File: src/rtl/imem_pkg.sv
// Shared definitions for the pipelined instruction ROM: image depth,
// default word width, instruction type and the program image itself.
package imem_pkg;

    localparam int IMG_DEPTH      = 14;
    localparam int DEFAULT_DATA_W = 32;
    localparam int IMG_IDX_W      = $clog2(IMG_DEPTH);

    typedef logic [DEFAULT_DATA_W-1:0] instr_t;

    // Program image, word 0 at byte address 0.
    localparam instr_t IMEM_IMAGE [0:IMG_DEPTH-1] = '{
        32'hE590_1000, 32'hE590_2001, 32'hE590_3002, 32'hE590_4003,
        32'hE082_5001, 32'hE041_6004, 32'hE590_7003, 32'hE590_7003,
        32'hEA00_0001, 32'hE590_1001, 32'hE590_1001, 32'hE590_F000,
        32'hE590_1002, 32'hE590_1002
    };

endpackage

File: src/rtl/imem_rom_pipe_rsp_fifo2.sv
// Two-entry response FIFO. The head entry is read straight from its storage
// register, so consumers see a stable word for as long as it is not popped.
// Callers never push when full or pop when empty.
module rsp_fifo2 #(
    parameter int W = 33
) (
    input  logic         clk,
    input  logic         reset,
    input  logic         push,
    input  logic [W-1:0] push_data,
    input  logic         pop,
    output logic [W-1:0] head,
    output logic [1:0]   count
);

    logic [W-1:0] mem [0:1];
    logic         wr_ptr;
    logic         rd_ptr;

    // Storage, pointers and occupancy; reset empties the buffer and zeroes the head.
    always_ff @(posedge clk) begin
        if (reset) begin
            mem[0] <= '0;
            mem[1] <= '0;
            wr_ptr <= 1'b0;
            rd_ptr <= 1'b0;
            count  <= 2'd0;
        end else begin
            if (push) begin
                mem[wr_ptr] <= push_data;
                wr_ptr      <= ~wr_ptr;
            end
            if (pop) begin
                rd_ptr <= ~rd_ptr;
            end
            case ({push, pop})
                2'b10:   count <= count + 2'd1;
                2'b01:   count <= count - 2'd1;
                default: count <= count;
            endcase
        end
    end

    assign head = mem[rd_ptr];

endmodule

File: src/rtl/imem_rom_pipe.sv
// Pipelined instruction ROM: byte address in, instruction word out one cycle
// after acceptance through a 2-entry response buffer. Misaligned and
// out-of-range fetches return DEFAULT_WORD with rsp_err set. Saturating
// counters track delivered and erroneous responses for debug.
module imem_rom_pipe
    import imem_pkg::*;
#(
    parameter int                DATA_W       = DEFAULT_DATA_W,
    parameter int                ADDR_W       = 32,
    parameter int                DEPTH        = 14,
    parameter logic [DATA_W-1:0] DEFAULT_WORD = DATA_W'(32'hFFFF_FFFF),
    parameter int                CNT_W        = 16
) (
    input  logic              clk,
    input  logic              reset,
    input  logic              req_valid,
    output logic              req_ready,
    input  logic [ADDR_W-1:0] req_adr,
    output logic              rsp_valid,
    input  logic              rsp_ready,
    output logic [DATA_W-1:0] rsp_data,
    output logic              rsp_err,
    output logic [CNT_W-1:0]  fetch_cnt,
    output logic [CNT_W-1:0]  err_cnt
);

    if (DEPTH > IMG_DEPTH || DEPTH < 1) begin : g_depth_chk
        $error("imem_rom_pipe: DEPTH must be in 1..IMG_DEPTH");
    end

    logic [ADDR_W-1:0] idx;
    logic              misaligned;
    logic              out_of_range;
    logic              lookup_err;
    logic [DATA_W-1:0] lookup_data;
    logic              push;
    logic              pop;
    logic [DATA_W:0]   head;
    logic [1:0]        count;

    // The full word index is compared against DEPTH so high address bits never alias.
    assign idx          = req_adr >> 2;
    assign misaligned   = |req_adr[1:0];
    assign out_of_range = idx >= ADDR_W'(DEPTH);

    // ROM lookup; faulting fetches substitute DEFAULT_WORD.
    always_comb begin
        lookup_err  = 1'b1;
        lookup_data = DEFAULT_WORD;
        if (!misaligned && !out_of_range) begin
            lookup_err  = 1'b0;
            lookup_data = DATA_W'(IMEM_IMAGE[idx[IMG_IDX_W-1:0]]);
        end
    end

    // Ready depends only on registered occupancy, never on rsp_ready.
    assign req_ready = (count < 2'd2);
    assign rsp_valid = (count != 2'd0);
    assign push      = req_valid & req_ready;
    assign pop       = rsp_valid & rsp_ready;

    rsp_fifo2 #(
        .W (DATA_W + 1)
    ) u_fifo (
        .clk       (clk),
        .reset     (reset),
        .push      (push),
        .push_data ({lookup_err, lookup_data}),
        .pop       (pop),
        .head      (head),
        .count     (count)
    );

    assign rsp_err  = head[DATA_W];
    assign rsp_data = head[DATA_W-1:0];

    // Saturating debug counters, advanced on each delivered response.
    always_ff @(posedge clk) begin
        if (reset) begin
            fetch_cnt <= '0;
            err_cnt   <= '0;
        end else if (pop) begin
            if (fetch_cnt != '1) begin
                fetch_cnt <= fetch_cnt + 1'b1;
            end
            if (rsp_err && err_cnt != '1) begin
                err_cnt <= err_cnt + 1'b1;
            end
        end
    end

endmodule

File: config.mk
export PLATFORM = sky130hd
export DESIGN_NAME = imem_rom_pipe
export DESIGN_NICKNAME = d
export VERILOG_FILES = /design/src/rtl/imem_pkg.sv /design/src/rtl/imem_rom_pipe_rsp_fifo2.sv /design/src/rtl/imem_rom_pipe.sv
export SDC_FILE = /design/constraint.sdc
export NUM_CORES = 1
export LEC_CHECK = 0
export ABC_AREA = 1
export CORE_ASPECT_RATIO = 0.9
export CORE_MARGIN = 2
export CORE_UTILIZATION = 53
export CTS_CLUSTER_DIAMETER = 50
export DETAILED_ROUTE_END_ITERATION = 8
export PLACE_DENSITY = 0.83
export SYNTH_ARGS = -nofsm -noshare
export SYNTH_HDL_FRONTEND = slang
export SYNTH_SLANG_ARGS = --single-unit
File: constraint.sdc
create_clock -name clk -period 3.4 [get_ports clk]
set_clock_uncertainty 0.1 [all_clocks]
set_input_delay 0.51 -clock clk [delete_from_list [all_inputs] [get_ports clk]]
set_output_delay 0.51 -clock clk [all_outputs]
set_load 0.05 [all_outputs]
==> metrics.txt, run 1 <==
# TYPE chip_impl_metric gauge
chip_impl_metric{name="timing.max_slew.rel_slack",unit="%"} 61.20
chip_impl_metric{name="synth-adder-area-share",unit="%"} 2.296
chip_impl_metric{name="dieWidth",unit="um"} 93.43
chip_impl_info{name="clk_root_buffer_cell",value="clkbuf_8"} 1
chip_impl_metric{name="preCtsSetupSlack",unit="ns"} 0.8960
chip_impl_metric{name="rows",unit=""} 29
chip_impl_info{name="unrepaired_setup_endpoints_after_global_routing",value="no"} 1
chip_impl_metric{name="data_arrival_critical_path",unit="ns"} 2.20
chip_impl_metric{name="diodes",unit=""} 0
chip_impl_metric{name="pin_count_of_the_biggest_net_entering_global_routing",unit=""} 26
chip_impl_metric{name="placed_cells_incl_taps",unit=""} 656
chip_impl_metric{name="holdWs",unit="ns"} 0.3734
chip_impl_metric{name="final_max_slew_viol_count",unit=""} 0
chip_impl_metric{name="sw_ratio",unit="%"} 39.93
chip_impl_metric{name="netSwitchingPower",unit="uW"} 1058
chip_impl_metric{name="worst-endpoint-required",unit="ns"} 2.79
chip_impl_metric{name="number_of_enable_flip_flop_cells_after_synthesis",unit=""} 26
chip_impl_metric{name="synthesis.area",unit="sq mm"} 0.003815
chip_impl_metric{name="max_slew.worst_pin.slew",unit="ns"} 0.5807
chip_impl_metric{name="achievable-frequency",unit="GHz"} 0.3552
chip_impl_metric{name="tritoncts_num_sinks",unit=""} 63
chip_impl_metric{name="floorplan.io_pins",unit=""} 103
chip_impl_metric{name="synth_cells",unit=""} 491
chip_impl_metric{name="fin_setup_tns",unit="ns"} 0
chip_impl_metric{name="globalRoute.totalOverflow",unit=""} 0
chip_impl_metric{name="via_count_of_the_first_global_routing_pass",unit=""} 3380
chip_impl_metric{name="post-cts-setup-buffers",unit=""} 0
chip_impl_metric{name="power.density_cell_area",unit="mW/mm^2"} 538.0
chip_impl_metric{name="max-cap-violations",unit=""} 0
chip_impl_metric{name="post_route_cells_drive_above_1_share",unit="%"} 12.78
chip_impl_metric{name="n_fill_cell",unit=""} 551
chip_impl_metric{name="synth_mux_area_share",unit="%"} 3.542
chip_impl_metric{name="ys_seq_elements",unit=""} 63
chip_impl_metric{name="synth-async-reset-ratio",unit="%"} 0
chip_impl_metric{name="routed_via_density",unit=""} 5.225
chip_impl_metric{name="clkPwrFrac",unit="%"} 25.1
chip_impl_metric{name="post_route_cell_area",unit="sq mm"} 0.004922
chip_impl_metric{name="post_cts_hold_buffer_count",unit=""} 0
chip_impl_info{name="worstHoldPathType",value="flop to flop"} 1
chip_impl_metric{name="critPathMaxFanout",unit=""} 14
chip_impl_metric{name="cts_buffers",unit=""} 9
chip_impl_info{name="cp_cell_sequence",value="o21ai_0 -> inv_1 -> clkdlybuf4s50_1"} 1
chip_impl_metric{name="initial_utilization",unit="%"} 54.48
chip_impl_metric{name="finalWeightedCongestion",unit=""} 0.8670
chip_impl_metric{name="route.final.wire_length",unit="mm"} 8.821
chip_impl_metric{name="cp_slowest_stage_delay",unit="ns"} 0.87
chip_impl_metric{name="clk_pin_slew",unit="ns"} 0.07
chip_impl_metric{name="synth_simple_gate_area_share",unit="%"} 28.40
chip_impl_metric{name="multi_input_comb_area",unit="sq mm"} 0.001871
chip_impl_metric{name="route.detailed.wl_per_inst",unit="um"} 13.13
chip_impl_info{name="family_with_the_most_delay_on_the_worst_path",value="buffers and inverters"} 1
chip_impl_metric{name="synth_fp_nets",unit=""} 534
chip_impl_info{name="outcome",value="completed"} 1
chip_impl_metric{name="ctsLongestPathBuffers",unit=""} 2
chip_impl_metric{name="detail_route.first_pass.iterations",unit=""} 5
chip_impl_metric{name="setup-violations-final",unit=""} 0
chip_impl_metric{name="placeableCoreArea",unit="sq mm"} 0.007003
chip_impl_metric{name="detailed_place_hpwl",unit="mm"} 6.381
chip_impl_metric{name="cts.repair.resized",unit=""} 0
chip_impl_metric{name="cell_internal_pwr",unit="uW"} 1591
chip_impl_metric{name="final_hold_viol_count",unit=""} 0
chip_impl_metric{name="grt_antenna_before_repair",unit=""} 0
chip_impl_info{name="cts_tree",value="yes"} 1
chip_impl_metric{name="finalWorstSetupSlack",unit="ns"} 0.5850
chip_impl_metric{name="antenna_violating_nets_post_route",unit=""} 0
chip_impl_metric{name="crit_buf_inv",unit=""} 2
chip_impl_metric{name="layout_worst_path_cycle_share",unit="%"} 82.79
chip_impl_metric{name="yosys.area_share.xor_xnor",unit="%"} 2.066
chip_impl_metric{name="die_height",unit="um"} 84.49
chip_impl_metric{name="seq_area",unit="sq mm"} 0.001521
chip_impl_metric{name="postPlaceCellArea",unit="sq mm"} 0.004721
chip_impl_metric{name="p_leak",unit="uW"} 0.001775
chip_impl_metric{name="synth_sequential_area_ratio",unit="%"} 39.88
chip_impl_metric{name="share_seq_of_total_power",unit="%"} 34.0
chip_impl_metric{name="yosysUniqueCellTypes",unit=""} 33
chip_impl_metric{name="htreeDepth",unit=""} 3
chip_impl_metric{name="grt_first_pass_wirelength",unit="mm"} 15.07
chip_impl_metric{name="synth_compound_gate_area_share",unit="%"} 12.73
chip_impl_metric{name="post-route-drc-count",unit=""} 0
chip_impl_info{name="critPathLaunchType",value="flop"} 1
chip_impl_info{name="crit_slowest_cell",value="clkdlybuf4s50_1"} 1
chip_impl_metric{name="layout.cells.non_filler",unit=""} 672
chip_impl_metric{name="routed-via-count",unit=""} 3511
chip_impl_metric{name="areaGrowthSynthToFinish",unit="%"} 29.03
chip_impl_metric{name="synth_area_per_cell",unit="sq um"} 7.770
chip_impl_info{name="critical_path.endpoint_type",value="output port"} 1
chip_impl_info{name="setup_crit_path_kind",value="flop to output port"} 1
chip_impl_info{name="yosys_most_used_dff",value="dfxtp_1"} 1
chip_impl_metric{name="timing.final.crit_period",unit="ns"} 2.815
chip_impl_metric{name="die_area",unit="sq mm"} 0.007893
chip_impl_metric{name="dr.first_iter.drc_count",unit=""} 191
chip_impl_metric{name="synth_warnings",unit=""} 0
chip_impl_info{name="dominant_combinational_cell_family_by_area_after_synthesis",value="simple AND/OR/NAND/NOR gates"} 1
chip_impl_metric{name="ir_worst_vdd",unit="uV"} 236.6
chip_impl_metric{name="nets",unit=""} 617
chip_impl_metric{name="worstSkewPairLatency",unit="ns"} 0.34
chip_impl_metric{name="combinational_power_share",unit="%"} 40.8
chip_impl_metric{name="port_buffers",unit=""} 102
chip_impl_metric{name="grt_use_total",unit="%"} 23.70
-- power by group through the flow --
stage	combinational [uW]	clock [uW]	sequential, uW
2_1_floorplan	831	0	934
3_3_place_gp	1070	0	913
3_5_place_dp	1080	0	917
4_1_cts	1090	673	901
5_1_grt	1140	705	908
6_report	1080	665	901
-- kinds of logic after synthesis --
logic type | after synthesis
AOI/OAI and AO/OA | 79
xor gates and xnor gates | 9
adders and majority gates | 7
buffers and inverters | 76
DFF | 63
muxes | 12
and+or+nand+nor | 245
-- flip-flops by register name (all words and copies together), names as in the netlist, named ones only --
name,flops
u_fifo.mem,26
err_cnt,16
fetch_cnt,16
u_fifo.count,2
u_fifo.rd_ptr,1
u_fifo.wr_ptr,1
-- layer usage --
metal | GRT usage, % | share of wire [%]
met1 | 30.44 | 44
met3 | 4.758 | 5.9
met5 | 0 | 0
met4 | 8.556 | 1.1
met2 | 39.63 | 49
-- per-stage QoR --
step / power [uW] / utilization (%)
floorplan: 1765 / -
global placement: 1982 / 67.41
detailed placement: 1999 / 67.41
CTS: 2661 / 70.29
global route: 2749 / 70.29
finish: 2648 / 70.29
-- layout by cell type (no fill, tap or decap), types with 12 or more instances in the layout --
cell type	netlist	layout
o21ai_0	20	20
a21oi_1	36	36
clkdlybuf4s50_1	0	102
nand2_1	120	120
nor2_1	63	63
dfxtp_1	37	37
nand3_1	22	22
a21oi_2	19	19
mux2_2	12	12
edfxtp_1	26	26
inv_1	38	38
-- cell usage after synthesis, types with 4 or more instances --
| cell | count | area share [%] |
|---|---|---|
| buf_4 | 23 | 4.5 |
| a21oi_1 | 36 | 4.7 |
| xor2_1 | 6 | 1.4 |
| edfxtp_1 | 26 | 20 |
| nand2_1 | 120 | 12 |
| o21ai_0 | 20 | 2.6 |
| mux2_2 | 12 | 3.5 |
| nor2_1 | 63 | 6.2 |
| nand3_1 | 22 | 2.9 |
| or2_2 | 4 | 0.66 |
| a21oi_2 | 19 | 4.4 |
| nor3_1 | 6 | 0.79 |
| nand2_2 | 8 | 1.3 |
| inv_1 | 38 | 3.7 |
| nor2_4 | 4 | 1.2 |
| dfxtp_1 | 37 | 19 |
| clkbuf_1 | 5 | 0.49 |
| ha_1 | 7 | 2.3 |
| nand4_1 | 10 | 1.6 |
-- layout make-up --
type                            instances  share of cell area (%)
Multi-Input combinational cell        352                   38.00
Clock inverter                          3                  0.8643
Sequential cell                        63                   30.91
Clock buffer                           13                   3.228
Tap cell                               93                   2.364
Timing Repair Buffer                  107                   21.50
Inverter                               41                   3.127
-- final timing paths --
| kind | from | endpoint | slack, ns | cells past startpoint |
|---|---|---|---|---|
| hold reg to reg | u_fifo.rd_ptr | flop | 0.37 | 1 |
| setup reg to reg | u_fifo.count[1] | u_fifo.mem[1][15] | 1.47 | 5 |
| hold / removal | u_fifo.rd_ptr | flop | 0.37 | 1 |
| setup / recovery | flop | rsp_data[5] | 0.59 | 3 |
Note: power is estimated with default switching activity, not from simulation.
==> run 2, diff against run 1 <==
--- a/config.mk
+++ b/config.mk
@@ -8,10 +8,10 @@
 export ABC_AREA = 1
 export CORE_ASPECT_RATIO = 0.9
 export CORE_MARGIN = 2
-export CORE_UTILIZATION = 53
+export CORE_UTILIZATION = 49
 export CTS_CLUSTER_DIAMETER = 50
 export DETAILED_ROUTE_END_ITERATION = 8
-export PLACE_DENSITY = 0.83
+export PLACE_DENSITY = 0.77
 export SYNTH_ARGS = -nofsm -noshare
 export SYNTH_HDL_FRONTEND = slang
 export SYNTH_SLANG_ARGS = --single-unit
==> constraint.sdc (replaced) <==
create_clock -name clk -period 2.65 [get_ports clk]
set_clock_uncertainty 0.1 [all_clocks]
set_input_delay 0.3975 -clock clk [delete_from_list [all_inputs] [get_ports clk]]
set_output_delay 0.3975 -clock clk [all_outputs]
set_load 0.05 [all_outputs]
==> run 2 against run 1 <==
  * Cell count rose by 0.74%
  * Critical path type unchanged
  * First-iteration DRC count rose by 25%
  * Flip-flop and latch count did not move
  * Largest power group unchanged
  * Worst setup slack got worse by 0.40 ns
  * Largest cell class unchanged
==> metrics.txt, run 2 (synthesis results as in run 1) <==
# TYPE chip_impl_metric gauge
chip_impl_info{name="outcome",value="completed"} 1
chip_impl_metric{name="post_route_cells_drive_above_1_share",unit="%"} 15.83
chip_impl_metric{name="timing.max_slew.rel_slack",unit="%"} 61.74
chip_impl_metric{name="max-cap-violations",unit=""} 0
chip_impl_metric{name="final_core_utilization",unit="%"} 67.98
chip_impl_metric{name="design_power_total",unit="uW"} 3814
chip_impl_metric{name="ff2ff_setup_slack",unit="ns"} 0.68
chip_impl_metric{name="grt_antenna_before_repair",unit=""} 0
chip_impl_metric{name="detail_route.first_pass.iterations",unit=""} 5
chip_impl_metric{name="timing.final.crit_period",unit="ns"} 2.462
chip_impl_info{name="cp_cell_sequence",value="buf_4 -> mux2_2 -> clkdlybuf4s50_1"} 1
chip_impl_metric{name="route.detailed.wl_per_inst",unit="um"} 13.34
chip_impl_info{name="critical_path.reg2reg.startpoint",value="err_cnt[1]"} 1
chip_impl_info{name="startpoint_of_the_lowest_slack_hold_path",value="u_fifo.rd_ptr"} 1
chip_impl_info{name="mostFrequentLayoutCells",value="nand2_1, clkdlybuf4s50_1, nor2_1"} 1
chip_impl_metric{name="largest_register_ff_count",unit=""} 26
chip_impl_metric{name="post-route-drc-count",unit=""} 0
chip_impl_metric{name="grt_first_pass_wirelength",unit="mm"} 15.06
chip_impl_metric{name="layout_worst_path_cycle_share",unit="%"} 92.90
chip_impl_metric{name="ctsLongestPathBuffers",unit=""} 2
chip_impl_info{name="largest_registers",value="u_fifo.mem x26, err_cnt x16, fetch_cnt x16"} 1
chip_impl_info{name="unrepaired_setup_endpoints_after_global_routing",value="no"} 1
chip_impl_metric{name="finalWeightedCongestion",unit=""} 0.8628
chip_impl_info{name="critPathLaunchType",value="flop"} 1
chip_impl_metric{name="min_delay_path_depth",unit=""} 1
chip_impl_metric{name="post-cts-setup-buffers",unit=""} 0
chip_impl_metric{name="crit_buf_inv",unit=""} 2
chip_impl_metric{name="post_cts_hold_buffer_count",unit=""} 0
chip_impl_metric{name="rows",unit=""} 30
chip_impl_metric{name="cts_buffers",unit=""} 9
chip_impl_metric{name="fin_setup_tns",unit="ns"} 0
chip_impl_metric{name="critPathMaxFanout",unit=""} 14
chip_impl_metric{name="multi_input_comb_area",unit="sq mm"} 0.001871
chip_impl_metric{name="ir_worst_vdd",unit="uV"} 303.9
chip_impl_info{name="crit_slowest_cell",value="clkdlybuf4s50_1"} 1
chip_impl_metric{name="cts.repair.resized",unit=""} 0
chip_impl_metric{name="nets",unit=""} 619
chip_impl_metric{name="tritoncts_num_sinks",unit=""} 63
chip_impl_metric{name="seq_area",unit="sq mm"} 0.001521
chip_impl_metric{name="placeableCoreArea",unit="sq mm"} 0.007545
chip_impl_metric{name="cp_slowest_stage_delay",unit="ns"} 0.71
chip_impl_metric{name="routed_via_density",unit=""} 5.145
chip_impl_info{name="setup_crit_path_kind",value="flop to output port"} 1
chip_impl_metric{name="dieWidth",unit="um"} 97.01
chip_impl_info{name="worstHoldPathType",value="flop to flop"} 1
chip_impl_metric{name="diodes",unit=""} 0
chip_impl_info{name="family_with_the_most_delay_on_the_worst_path",value="buffers and inverters"} 1
chip_impl_metric{name="worst-endpoint-required",unit="ns"} 2.15
chip_impl_info{name="worstReg2RegEnd",value="err_cnt[1]"} 1
chip_impl_metric{name="final_hold_viol_count",unit=""} 0
chip_impl_info{name="layout_commonest_cell",value="nand2_1"} 1
chip_impl_metric{name="routed-via-count",unit=""} 3483
chip_impl_metric{name="dr.first_iter.drc_count",unit=""} 238
chip_impl_metric{name="antenna_violating_nets_post_route",unit=""} 0
chip_impl_metric{name="max_slew.worst_pin.slew",unit="ns"} 0.5726
chip_impl_metric{name="placed_cells_incl_taps",unit=""} 661
chip_impl_metric{name="power.density_cell_area",unit="mW/mm^2"} 743.7
chip_impl_metric{name="grt_use_total",unit="%"} 21.81
chip_impl_metric{name="final_max_slew_viol_count",unit=""} 0
chip_impl_metric{name="achievable-frequency",unit="GHz"} 0.4062
chip_impl_metric{name="initial_utilization",unit="%"} 50.56
chip_impl_metric{name="areaGrowthSynthToFinish",unit="%"} 34.44
chip_impl_metric{name="p_leak",unit="uW"} 0.001885
chip_impl_metric{name="route.final.wire_length",unit="mm"} 9.028
chip_impl_metric{name="die_area",unit="sq mm"} 0.008508
chip_impl_metric{name="worstSkewPairLatency",unit="ns"} 0.35
chip_impl_metric{name="clk_pin_slew",unit="ns"} 0.07
chip_impl_info{name="registers.top_by_ff_count",value="u_fifo.mem"} 1
chip_impl_metric{name="floorplan.io_pins",unit=""} 103
chip_impl_metric{name="n_fill_cell",unit=""} 639
chip_impl_metric{name="setup-violations-final",unit=""} 0
chip_impl_metric{name="pin_count_of_the_biggest_net_entering_global_routing",unit=""} 25
chip_impl_metric{name="globalRoute.totalOverflow",unit=""} 0
chip_impl_info{name="critical_path.endpoint_type",value="output port"} 1
chip_impl_info{name="cts_tree",value="yes"} 1
chip_impl_metric{name="layout.cells.non_filler",unit=""} 677
chip_impl_metric{name="data_arrival_critical_path",unit="ns"} 1.96
chip_impl_metric{name="worst-r2r-cell-count",unit=""} 8
chip_impl_metric{name="via_count_of_the_first_global_routing_pass",unit=""} 3173
chip_impl_info{name="clk_root_buffer_cell",value="clkbuf_8"} 1
chip_impl_metric{name="die_height",unit="um"} 87.71
chip_impl_metric{name="htreeDepth",unit=""} 3
chip_impl_info{name="timing.hold.worst_endpoint",value="u_fifo.rd_ptr"} 1
chip_impl_metric{name="detailed_place_hpwl",unit="mm"} 6.639
chip_impl_metric{name="port_buffers",unit=""} 102
[run 2: cell count changes in the layout (fill, tap and decap cells not counted), moves of 2 or more]
cell / delta
buf_12: +14
clkdlybuf4s50_1: -14
inv_6: +4
buf_4: +2
bufinv_16: +2
clkbuf_1: -2
clkbuf_8: -2
[run 2: worst max-delay path by stage]
| stage | start | to | slack, ns | cells after the start |
|---|---|---|---|---|
| after floorplan | u_fifo.count[1] | u_fifo.count[1] | 0.47 | 9 |
| after global placement | req_adr[2] | u_fifo.mem[0][0] | 0.31 | 10 |
| after detailed placement | req_adr[2] | u_fifo.mem[0][26] | 0.28 | 10 |
| after CTS | flop | rsp_data[31] | 0.15 | 3 |
| after global routing | flop | rsp_data[30] | 0.11 | 3 |
| final | flop | rsp_data[31] | 0.19 | 3 |
[run 2: per-layer routing]
metal	up-vias	track usage (%)	part of all wire (%)	routed length [um]
met5	-	0	0	0
met4	0	3.969	0.66	60
met3	10	5.746	4.9	442
met2	101	36.81	48	4370
met1	1609	28.92	46	4154
li1	1763	-	-	-
[run 2: area by class of cell]
class | count | share of cell area [%]
Tap cell | 96 | 2.342
Sequential cell | 63 | 29.67
Inverter | 41 | 3.001
Clock buffer | 9 | 2.415
Multi-Input combinational cell | 352 | 36.47
Clock inverter | 7 | 2.440
Timing Repair Buffer | 109 | 23.66
[run 2: through the flow]
step | worst slack [ns] | hold slack, ns | cell area (sq um)
finish | 0.1880 | 0.3603 | 5129
global route | 0.1113 | 0.3908 | 5129
CTS | 0.1540 | 0.3631 | 5129
detailed placement | 0.2792 | 0.3528 | 4880
global placement | 0.3063 | 0.3361 | 4880
floorplan | 0.4714 | 0.3255 | 3815
[run 2: power breakdown]
part,internal [uW],switching [uW]
combinational,603,999
clock,638,426
sequential,1110,40.3
